===== config.mk =====
export PLATFORM = sky130hd
export DESIGN_NAME = usb_rx_bit_unstuffer
export DESIGN_NICKNAME = d
export VERILOG_FILES = /design/src/rtl/usb_rx_bit_unstuffer.sv
export SDC_FILE = /design/constraint.sdc
export NUM_CORES = 1
export LEC_CHECK = 0
export BUFFER_PORTS_ARGS = -buffer_cell sky130_fd_sc_hd__buf_2
export CAP_MARGIN = 20
export CORE_UTILIZATION = 45
export CTS_BUF_LIST = sky130_fd_sc_hd__clkbuf_16
export CTS_CLUSTER_DIAMETER = 40
export DETAILED_ROUTE_END_ITERATION = 10
export PLACE_DENSITY = 0.65
export REMOVE_ABC_BUFFERS = 1
export SETUP_SLACK_MARGIN = 0.4
export SKIP_CTS_REPAIR_TIMING = 1
export SLEW_MARGIN = 20
export SYNTH_ARGS = -nofsm -noshare
export SYNTH_HDL_FRONTEND = slang
export SYNTH_SLANG_ARGS = --single-unit

===== constraint.sdc =====
create_clock -name clk -period 1.8 [get_ports clk]
set_input_delay 0 -clock clk [delete_from_list [all_inputs] [get_ports clk]]
set_output_delay 0 -clock clk [all_outputs]
set_load 0.01 [all_outputs]

===== src/rtl/usb_rx_bit_unstuffer.sv =====
// usb_rx_bit_unstuffer: drops USB stuffed zeros, flags a seventh consecutive 1 and assembles LSB-first bytes
module usb_rx_bit_unstuffer (
  input  logic       clk,
  input  logic       n_rst,
  input  logic       shift_enable,
  input  logic       d_orig,
  input  logic       clear,
  output logic       bit_out,
  output logic       bit_valid,
  output logic       stuff_skip,
  output logic       stuff_err,
  output logic [7:0] rx_byte,
  output logic       byte_ready
);
  typedef enum logic [2:0] {ONES0, ONES1, ONES2, ONES3, ONES4, ONES5, ONES6, ERR} state_e;
  state_e     state_q, state_d;
  logic [7:0] sh_q, sh_d, rx_byte_q, rx_byte_d;
  logic [2:0] cnt_q, cnt_d;
  logic       bit_out_q, bit_out_d, bit_valid_q, bit_valid_d, skip_q, skip_d;
  logic       err_q, err_d, byte_ready_q, byte_ready_d;
  always_comb begin
    state_d = state_q;
    sh_d = sh_q;
    cnt_d = cnt_q;
    rx_byte_d = rx_byte_q;
    bit_out_d = bit_out_q;
    err_d = err_q;
    bit_valid_d = 1'b0;
    skip_d = 1'b0;
    byte_ready_d = 1'b0;
    if (clear) begin
      state_d = ONES0;
      sh_d = '0;
      cnt_d = '0;
      err_d = 1'b0;
    end else if (shift_enable && state_q != ERR) begin
      if (state_q == ONES6) begin
        // a 0 here is the transmitter's stuffed bit, a 1 is a violation
        state_d = d_orig ? ERR : ONES0;
        skip_d = !d_orig;
        err_d = err_q | d_orig;
      end else begin
        state_d = d_orig ? state_e'(state_q + 3'd1) : ONES0;
        bit_out_d = d_orig;
        bit_valid_d = 1'b1;
        sh_d = {d_orig, sh_q[7:1]};
        cnt_d = cnt_q + 3'd1;
        byte_ready_d = cnt_q == 3'd7;
        rx_byte_d = byte_ready_d ? sh_d : rx_byte_q;
      end
    end
  end
  always_ff @(posedge clk or negedge n_rst) begin
    if (!n_rst) begin
      state_q <= ONES0;
      sh_q <= '0;
      cnt_q <= '0;
      rx_byte_q <= '0;
      bit_out_q <= 1'b0;
      bit_valid_q <= 1'b0;
      skip_q <= 1'b0;
      err_q <= 1'b0;
      byte_ready_q <= 1'b0;
    end else begin
      state_q <= state_d;
      sh_q <= sh_d;
      cnt_q <= cnt_d;
      rx_byte_q <= rx_byte_d;
      bit_out_q <= bit_out_d;
      bit_valid_q <= bit_valid_d;
      skip_q <= skip_d;
      err_q <= err_d;
      byte_ready_q <= byte_ready_d;
    end
  end
  assign bit_out = bit_out_q;
  assign bit_valid = bit_valid_q;
  assign stuff_skip = skip_q;
  assign stuff_err = err_q;
  assign rx_byte = rx_byte_q;
  assign byte_ready = byte_ready_q;
endmodule

# Yosys cells after proc, flatten, opt, wreduce, memory -nomap -nowiden
# Index checks and enable logic that the tools add are counted.
# word_totals
ff_bits	27
input_bits	5
out_inout_bits	13
word_cells	49
# op_classes
addsub	2
eq_ne	4
n_mux	23
bitwise	3
n_reduce_logical	8
# op_table
op	n
$mux W3	8
$mux W8	3
$mux W1	12
$add A3 B1 Y3 const B	2
$eq A3 B3 Y1 const B	2
$reduce_and A2 Y1	2
$reduce_and A4 Y1	1
$reduce_bool A2 Y1	2
$ne A3 B3 Y1 const B	1
$reduce_and A3 Y1	1
$ne A2 B2 Y1 const B	1
$not A1 Y1	2
$logic_and A1 B1 Y1	1
$logic_not A1 Y1	1
$or A1 B1 Y1	1

# Longest topological paths before layout
# Gate-level depths: netlist of run 1.
# logic_depth
word_depth	5
mapped_depth	6
mapped_depth_nobuf	5

# Least setup slack after synthesis of run 1
# Ideal clock, no wire load.
# synth_timing
kind	reg-to-reg
start	register state_q[0]
end	register rx_byte_q[5] (netlist: rx_byte[5])
setup_time_ns	0.128
arrival_time_ns	1.545
required_ns	1.672
setup_slack_ns	0.128
path_stages_with_launch	6
n_path_buf	0
period_less_slack_ns	1.672
path_cell_list	dfrtp_1 > ha_1 > ha_1 > and2b_4 > nand4b_4 > mux2_1
# synth_via
elab_chain_len	3
elab_cells_between_ends	5
cone_classes	eq/ne (2); bitwise (1); reduce/logical (2)
# synth_lines
element	line_no	text
from (decl)	16	state_e state_q, state_d;
from (signal assigned)	65	state_q <= state_d;
$ne A3 B3 Y1 / $eq A3 B3 Y1 (equally long branches)	36, 37	
$logic_and A1 B1 Y1 / $not A1 Y1 (equally long branches)	-	
$reduce_and A4 Y1 (no source line) *	-	
to (signal assigned)	68	rx_byte_q <= rx_byte_d;
to (decl)	17	logic [7:0] sh_q, sh_d, rx_byte_q, rx_byte_d;
# Mark *: on every way between the ends. The rest lies on a longest branch, timed or not.
# A chain may end at the register's enable or synchronous reset.

# Worst setup path in the final report of run 1
# layout_timing
start	register state_q[1]
end	register rx_byte_q[6] (netlist: rx_byte[6])
# The elaborated chain is that of the path after synthesis.

==> impl_metrics.tcl, run 1 <==
set metrics [dict create \
    grt_pass1_wl_mm 3.008 \
    core_um2 2233 \
    worstPathArrival_ns 1.81 \
    synth_edf_count 0 \
    maxCapViolations 0 \
    fin_ws_ns 0.1361 \
    ant_nets 0 \
    design_area_um2 1448 \
    multi_input_area_um2 496.7 \
    wl_per_cell_um 15.66 \
    min_path_type "in -> reg" \
    max_stage_delay_ns 0.40 \
    clkTransAtPathRegs_ns 0.06 \
    synthXorXnorAreaFrac_pct 0 \
    synthFlopType "dfrtp_1" \
    cp_max_fo 5 \
    clock_latency_ns 0.26 \
    worstSetupPathType "reg -> reg" \
    post_drt_via_cell_ratio 5.412 \
    cts_root_buffer "clkbuf_16" \
    routed_wirelength_mm 2.052 \
    slew_headroom_pct 62.70 \
    h-tree-depth 1 \
    grt_start_max_net_pins 27 \
    syn_to_final_growth_pct 34.54 \
    p_leak_nw 0.7366 \
    antenna_found_initial 0 \
    port_buffers 17 \
    ios 18 \
    hp-start "d_orig" \
    async_flop_share_pct 100.0 \
    path_cells "ha_2 -> ha_4 -> and2b_4 -> nand4b_4 -> mux2_4" \
    min_to "stuff_skip" \
    dr_total_vias 709 \
    fillers 170 \
    hold_viol_final 0 \
    die_h_um 50.90 \
    ir_drop_v 0.0009620 \
    grt_use_total_pct 16.19 \
    start_kind "flip-flop" \
    finalSetupViolCount 0 \
    powerDensity_nw_per_um2 914.9 \
    r2r-start "state_q[1]" \
    grt_pass1_vias 658 \
    clockBufferDepth 2 \
    reg2reg_to "rx_byte[6]" \
    place_hpwl_mm 1.208 \
    clock_skew_ns 0.002517 \
    synth_seq_cells 26 \
    die_w_um 50.90 \
    reg2reg_slack_ns 0.14 \
    syn-cell-area_um2 1076 \
    yosysTopAreaCellShare_pct 60.47 \
    syn_inst 75 \
    end_kind "flip-flop" \
    place_area_um2 1202 \
    layout_min_cycle_time_ns 1.664 \
    rsz0062_at_grt "yes" \
    cts_sinks 26 \
    cts_tree "yes" \
    ys.warnings.count 0 \
    initialDrtViolationCount 3 \
    route.detailed.drc 0 \
    synth.distinct_cells 25 \
    rows 17 \
    synth_mux_area_share_pct 10.47 \
    register_area_um2 651.9 \
    synth_top_area_cell "dfrtp_1" \
    globalRoute.totalOverflow 0 \
    worstMarginPinSlew_ns 0.5595 \
    synth_top_family_by_area "compound AO/OA/AOI/OAI gates" \
    synthSimpleGateAreaFrac_pct 9.884 \
    cts_inserted_buffers 3 \
    yosysSeqAreaShare_pct 60.47 \
    dieArea_um2 2591 \
    syn_avg_cell_area_um2 14.35 \
    firstDrtPassIters 3 \
    synth-compound-area-share_pct 11.16 \
    holdPathStages 2 \
    slew_viol_final 0 \
    place_ws_ns 0.01689 \
    ys_top_cells_by_area "dfrtp_1, mux2_2, a22o_1" \
    yosys.area_share.adder_pct 5.814 \
    worstPathRequired_ns 1.94 \
    fin_nets 114 \
    gp_routability_congestion 0.7526 \
    n_antenna_cell 0 \
    initial_core_util_pct 48.18 \
    status "finished clean" \
    drive_gt1_share_pct 50.49 \
    r2r_cells 5 \
    fmaxAchievable_mhz 601.0 \
    crit_slowest_cell "dfrtp_1" \
    fin_crit_sh_pct 92.44 \
]
critical path, delay by kind of cell (launching register included):
kind | cells | cell delay [ns]
adder cells (fa/ha/maj) | 2 | 0.36
AND/OR/NAND/NOR | 2 | 0.45
flip-flops | 1 | 0.40
multiplexers | 1 | 0.34
cells in the mapped netlist (2+ instances only):
library cell / number
dfrtp_1: 26
a22o_1: 9
mux2_2: 8
ha_1: 5
nor2_1: 3
a21oi_1: 2
inv_1: 2
mux2_1: 2
nand2_1: 2
final cells by class:
| class | count | area share [%] |
|---|---|---|
| clock buffer | 3 | 5.186 |
| clock inverter | 1 | 2.074 |
| inverter | 2 | 0.5186 |
| multi-input combinational | 46 | 34.31 |
| sequential | 26 | 45.03 |
| tap | 28 | 2.420 |
| timing repair buffer | 25 | 10.46 |
layout by cell type (no fill, tap or decap), drive strengths merged, types with 3 or more instances in the layout:
cell type	instances
ha	5
a22o	9
clkbuf	3
a21oi	4
buf	24
dfrtp	26
mux2	10
nor2	3
per-stage QoR:
| stage | total power [mW] | TNS [ns] | utilization [%] | hold slack [ns] | std cells |
|---|---|---|---|---|---|
| after floorplan | 0.6475 | -0.1326 | - | -0.2956 | 72 |
| after global placement | 0.6850 | 0 | 53.84 | 0.02184 | 120 |
| after detailed placement | 0.6863 | 0 | 53.84 | 0.02237 | 120 |
| after CTS | 1.327 | -0.005232 | 58.54 | -0.2571 | 124 |
| after global routing | 1.370 | 0 | 64.82 | 0.05631 | 131 |
| final | 1.324 | 0 | 64.82 | 0.04276 | 131 |
power breakdown:
group | total [mW] | internal (mW) | switching (mW) | leakage, nW
Combinational | 0.0885 | 0.0384 | 0.0501 | 0.330
Sequential | 0.605 | 0.597 | 0.00744 | 0.355
Clock | 0.631 | 0.442 | 0.189 | 0.0511
logic make-up after synthesis:
logic type	after synthesis
AND/OR/NAND/NOR	14
AO/OA/AOI/OAI	15
multiplexers	10
adder cells (fa/ha/maj)	5
buffers and inverters	5
flip-flops	26
registers in the layout, indices dropped and copies added (netlist names):
name / flops
rx_byte: 8
sh_q: 7
cnt_q: 3
state_q: 3
bit_out: 1
bit_valid: 1
byte_ready: 1
stuff_err: 1
stuff_skip: 1
metal layers:
| layer | track usage [%] | up-vias | wire length [um] |
|---|---|---|---|
| li1 | - | 335 | - |
| met1 | 21.25 | 353 | 944 |
| met2 | 23.25 | 17 | 994 |
| met3 | 5.952 | 4 | 81 |
| met4 | 8.333 | 0 | 32 |
| met5 | 0 | - | 0 |
how the worst max path moves through the flow:
stage / slack, ns / end / startpoint / depth (start not counted)
floorplan: -0.13 / bit_out / state_q[0] / 5
global placement: 0.09 / rx_byte[6] / state_q[1] / 5
detailed placement: 0.02 / rx_byte[6] / state_q[1] / 5
CTS: -0.005 / rx_byte[6] / state_q[1] / 5
global route: 0.10 / bit_out / state_q[0] / 5
finish: 0.14 / rx_byte[6] / state_q[1] / 5
No activity file was read; power rests on OpenSTA's default activity.
==> run 2, diff against run 1 <==
--- a/config.mk
+++ b/config.mk
@@ -11,6 +11,7 @@
 export CTS_BUF_LIST = sky130_fd_sc_hd__clkbuf_16
 export CTS_CLUSTER_DIAMETER = 40
 export DETAILED_ROUTE_END_ITERATION = 10
+export MAX_ROUTING_LAYER = met4
 export PLACE_DENSITY = 0.65
 export REMOVE_ABC_BUFFERS = 1
 export SETUP_SLACK_MARGIN = 0.4
==> impl_metrics.tcl, run 2 (synthesis results as in run 1) <==
set metrics [dict create \
    status "finished clean" \
    cp_max_fo 5 \
    grt_start_max_net_pins 27 \
    slew_headroom_pct 62.70 \
    largest_reg_flops 8 \
    clock_skew_ns 0.001820 \
    fillers 170 \
    layout_min_cycle_time_ns 1.664 \
    cts_root_buffer "clkbuf_16" \
    powerDensity_nw_per_um2 916.0 \
    power.total_mw 1.326 \
    fmaxAchievable_mhz 601.1 \
    fin_cells 131 \
    die_w_um 50.90 \
    dr_total_vias 713 \
    rows 17 \
    syn_to_final_growth_pct 34.54 \
    dieArea_um2 2591 \
    wl_per_cell_um 15.68 \
    rsz0062_at_grt "yes" \
    reg2reg_slack_ns 0.14 \
    initial_core_util_pct 48.18 \
    initialDrtViolationCount 3 \
    final_cell_mix "dfrtp_1, buf_2, a22o_1, mux2_2, buf_4" \
    worstPathArrival_ns 1.81 \
    h-tree-depth 1 \
    crit_path_start "state_q[1]" \
    fin_crit_sh_pct 92.43 \
    final_common_cell "dfrtp_1" \
    antenna_found_initial 0 \
    setup_tns_ns 0 \
    worstMarginPinSlew_ns 0.5595 \
    min_path_type "in -> reg" \
    p_leak_nw 0.7366 \
    maxCapViolations 0 \
    finalSetupViolCount 0 \
    grt_use_total_pct 16.63 \
    firstDrtPassIters 3 \
    clock_latency_ns 0.26 \
    core_um2 2233 \
    cts_inserted_buffers 3 \
    clkTransAtPathRegs_ns 0.06 \
    hp-start "d_orig" \
    post_drt_via_cell_ratio 5.443 \
    n_antenna_cell 0 \
    holdPathStages 2 \
    ir_drop_v 0.0009662 \
    globalRoute.totalOverflow 0 \
    cts_sinks 26 \
    worstSetupPathType "reg -> reg" \
    port_buffers 17 \
    place_hpwl_mm 1.208 \
    end_kind "flip-flop" \
    clockBufferDepth 2 \
    placedCellCount 120 \
    reg2reg_to "rx_byte[6]" \
    cts_tree "yes" \
    die_h_um 50.90 \
    grt_pass1_vias 657 \
    ant_nets 0 \
    ios 18 \
    routed_wirelength_mm 2.054 \
    r2r_cells 5 \
    start_kind "flip-flop" \
    route.detailed.drc 0 \
    fin_nets 114 \
    worstPathRequired_ns 1.94 \
    drive_gt1_share_pct 50.49 \
    slew_viol_final 0 \
    min_to "stuff_skip" \
    gp_routability_congestion 0.7623 \
    hold_viol_final 0 \
    r2r-start "state_q[1]" \
    grt_pass1_wl_mm 3.015 \
]
## run 2: how the worst max path moves through the flow
| stage | to | slack (ns) | cells after the start |
|---|---|---|---|
| after floorplan | bit_out | -0.13 | 5 |
| after global placement | rx_byte[6] | 0.09 | 5 |
| after detailed placement | rx_byte[6] | 0.02 | 5 |
| after CTS | rx_byte[6] | -0.005 | 5 |
| after global routing | bit_out | 0.10 | 5 |
| final | rx_byte[6] | 0.14 | 5 |
## run 2: worst max-delay path: stages (launching register included)
cell and delay [ns]:
dfrtp_1 0.40, ha_2 0.20, ha_4 0.16, and2b_4 0.28, nand4b_4 0.17, mux2_4 0.34
## run 2: routing by layer
| layer | vias up | global-route usage [%] | share of wire (%) |
|---|---|---|---|
| met4 | 0 | 8.333 | 1.6 |
| met5 | - | - | 0 |
| met1 | 356 | 21.25 | 46 |
| met3 | 4 | 5.952 | 3.9 |
| met2 | 17 | 23.25 | 48 |
| li1 | 336 | - | - |
## run 2: cell type report
cell class,instances,area [um^2],area share (%)
Multi-Input combinational cell,46,496.7,34.31
Sequential cell,26,651.9,45.03
Clock buffer,3,75.07,5.186
Clock inverter,1,30.03,2.074
Inverter,2,7.507,0.5186
Tap cell,28,35.03,2.420
Timing Repair Buffer,25,151.4,10.46
## run 2: metrics by stage
stage	util, %	area (um^2)	hold WS, ns	setup WS [ns]
2_1_floorplan	-	1060	-0.2956	-0.1326
3_3_place_gp	53.84	1202	0.02184	0.08571
3_5_place_dp	53.84	1202	0.02237	0.01689
4_1_cts	58.54	1308	-0.2571	-0.005232
5_1_grt	64.82	1448	0.05626	0.1024
6_report	64.82	1448	0.04224	0.1363
## run 2: report_power, final
part	leakage (nW)	internal, mW	switching (mW)	total (mW)
Combinational	0.330	0.0384	0.0501	0.0885
Sequential	0.355	0.597	0.00744	0.605
Clock	0.0511	0.442	0.191	0.633
==> run 3, diff against run 2 <==
--- a/config.mk
+++ b/config.mk
@@ -7,6 +7,7 @@
 export LEC_CHECK = 0
 export BUFFER_PORTS_ARGS = -buffer_cell sky130_fd_sc_hd__buf_2
 export CAP_MARGIN = 20
+export CORE_ASPECT_RATIO = 1.5
 export CORE_UTILIZATION = 45
 export CTS_BUF_LIST = sky130_fd_sc_hd__clkbuf_16
 export CTS_CLUSTER_DIAMETER = 40
==> impl_metrics.tcl, run 3 (synthesis results as in run 1) <==
set metrics [dict create \
    start_kind "flip-flop" \
    globalRoute.totalOverflow 0 \
    cts_root_buffer "clkbuf_16" \
    end_kind "flip-flop" \
    slew_viol_final 0 \
    fin_ws_ns 0.1225 \
    clkTransAtPathRegs_ns 0.06 \
    cp_max_fo 5 \
    rows 21 \
    clockBufferDepth 2 \
    final_cell_mix "dfrtp_1, buf_2, a22o_1, mux2_2, buf_4" \
    ant_nets 0 \
    rsz0062_at_grt "yes" \
    layout_min_cycle_time_ns 1.677 \
    path_cells "ha_2 -> ha_4 -> and2b_4 -> nand4b_4 -> mux2_4" \
    powerDensity_nw_per_um2 906.0 \
    crit_buf_inv 0 \
    final_common_cell "dfrtp_1" \
    cts_tree "yes" \
    worstPathRequired_ns 1.95 \
    maxCapViolations 0 \
    fmaxAchievable_mhz 596.1 \
    syn_to_final_growth_pct 36.40 \
    gp_routability_congestion 0.8235 \
    clock_latency_ns 0.26 \
    worstPathArrival_ns 1.83 \
    wl_per_cell_um 16.60 \
    cts_inserted_buffers 3 \
    dr_total_vias 714 \
    die_w_um 41.93 \
    hold_viol_final 0 \
    setup_tns_ns 0 \
    p_leak_nw 0.7717 \
    h-tree-depth 1 \
    fin_nets 116 \
    drive_gt1_share_pct 51.43 \
    grt_pass1_wl_mm 3.070 \
    initialDrtViolationCount 10 \
    largest_reg_flops 8 \
    place_ws_ns -0.01248 \
    crit_slowest_cell "dfrtp_1" \
    max_stage_delay_ns 0.40 \
    worstSetupPathType "reg -> reg" \
    cts_sinks 26 \
    whs_ns 0.03034 \
    initial_core_util_pct 48.18 \
    place_hpwl_mm 1.242 \
    post_drt_via_cell_ratio 5.578 \
    core_um2 2233 \
    antenna_found_initial 0 \
    grt_start_max_net_pins 27 \
    grt_use_total_pct 17.14 \
    grt_pass1_vias 643 \
    route.detailed.drc 0 \
    power.total_mw 1.330 \
    ios 18 \
    clock_skew_ns 0.007725 \
    dieArea_um2 2595 \
    finalSetupViolCount 0 \
    firstDrtPassIters 3 \
    die_h_um 61.89 \
    path_delay_family "simple AND/OR/NAND/NOR gates" \
    status "finished clean" \
    slew_headroom_pct 62.86 \
    routed_wirelength_mm 2.125 \
    post-route-util_pct 65.71 \
    ir_drop_v 0.0006107 \
    n_antenna_cell 0 \
    worstMarginPinSlew_ns 0.5571 \
    min_path_type "in -> reg" \
    fin_crit_sh_pct 93.19 \
    port_buffers 17 \
]
run 3: final timing paths:
| kind | from | slack (ns) | cells after the start | endpoint |
|---|---|---|---|---|
| max | state_q[0] | 0.12 | 5 | rx_byte[5] |
| min | d_orig | 0.03 | 2 | stuff_skip |
| max reg2reg | state_q[0] | 0.12 | 5 | rx_byte[5] |
| min reg2reg | cnt_q[2] | 0.50 | 1 | cnt_q[2] |
| max in group asynchronous | n_rst | 1.17 | 2 | state_q[0] |
| min in group asynchronous | n_rst | 0.26 | 2 | rx_byte[6] |
run 3: final cells by class:
cell class / count / area, um^2
multi-input combinational: 46 / 501.7
fill: 153 / 765.7
clock buffer: 3 / 75.07
timing repair buffer: 27 / 173.9
clock inverter: 1 / 30.03
sequential: 26 / 650.6
tap: 23 / 28.78
inverter: 2 / 7.507
run 3: layer usage:
layer / vias up / share of wire (%) / GRT usage (%) / routed length [um]
met5: - / 0 / - / 0
met1: 351 / 43 / 20.60 / 923
met4: 0 / 2.1 / 11.98 / 44
met3: 5 / 2.4 / 2.601 / 52
li1: 343 / - / - / -
met2: 15 / 52 / 26.79 / 1104
run 3: worst register-to-register path, cell delays in order (launching register included):
cell	delay, ns
dfrtp_1	0.40
ha_2	0.21
ha_4	0.16
and2b_4	0.30
nand4b_4	0.17
mux2_4	0.34
run 3: stage by stage:
stage	instances	instance area, um^2
2_1_floorplan	72	1060
3_3_place_gp	114	1189
3_5_place_dp	114	1189
4_1_cts	118	1294
5_1_grt	128	1468
6_report	128	1468
run 3: power breakdown:
group          internal [mW]  leakage, nW  total, mW  switching (mW)
Sequential             0.597        0.357      0.605         0.00798
Clock                  0.442       0.0511      0.632           0.190
Combinational         0.0418        0.364     0.0924          0.0506
Total                   1.08        0.772       1.33           0.249
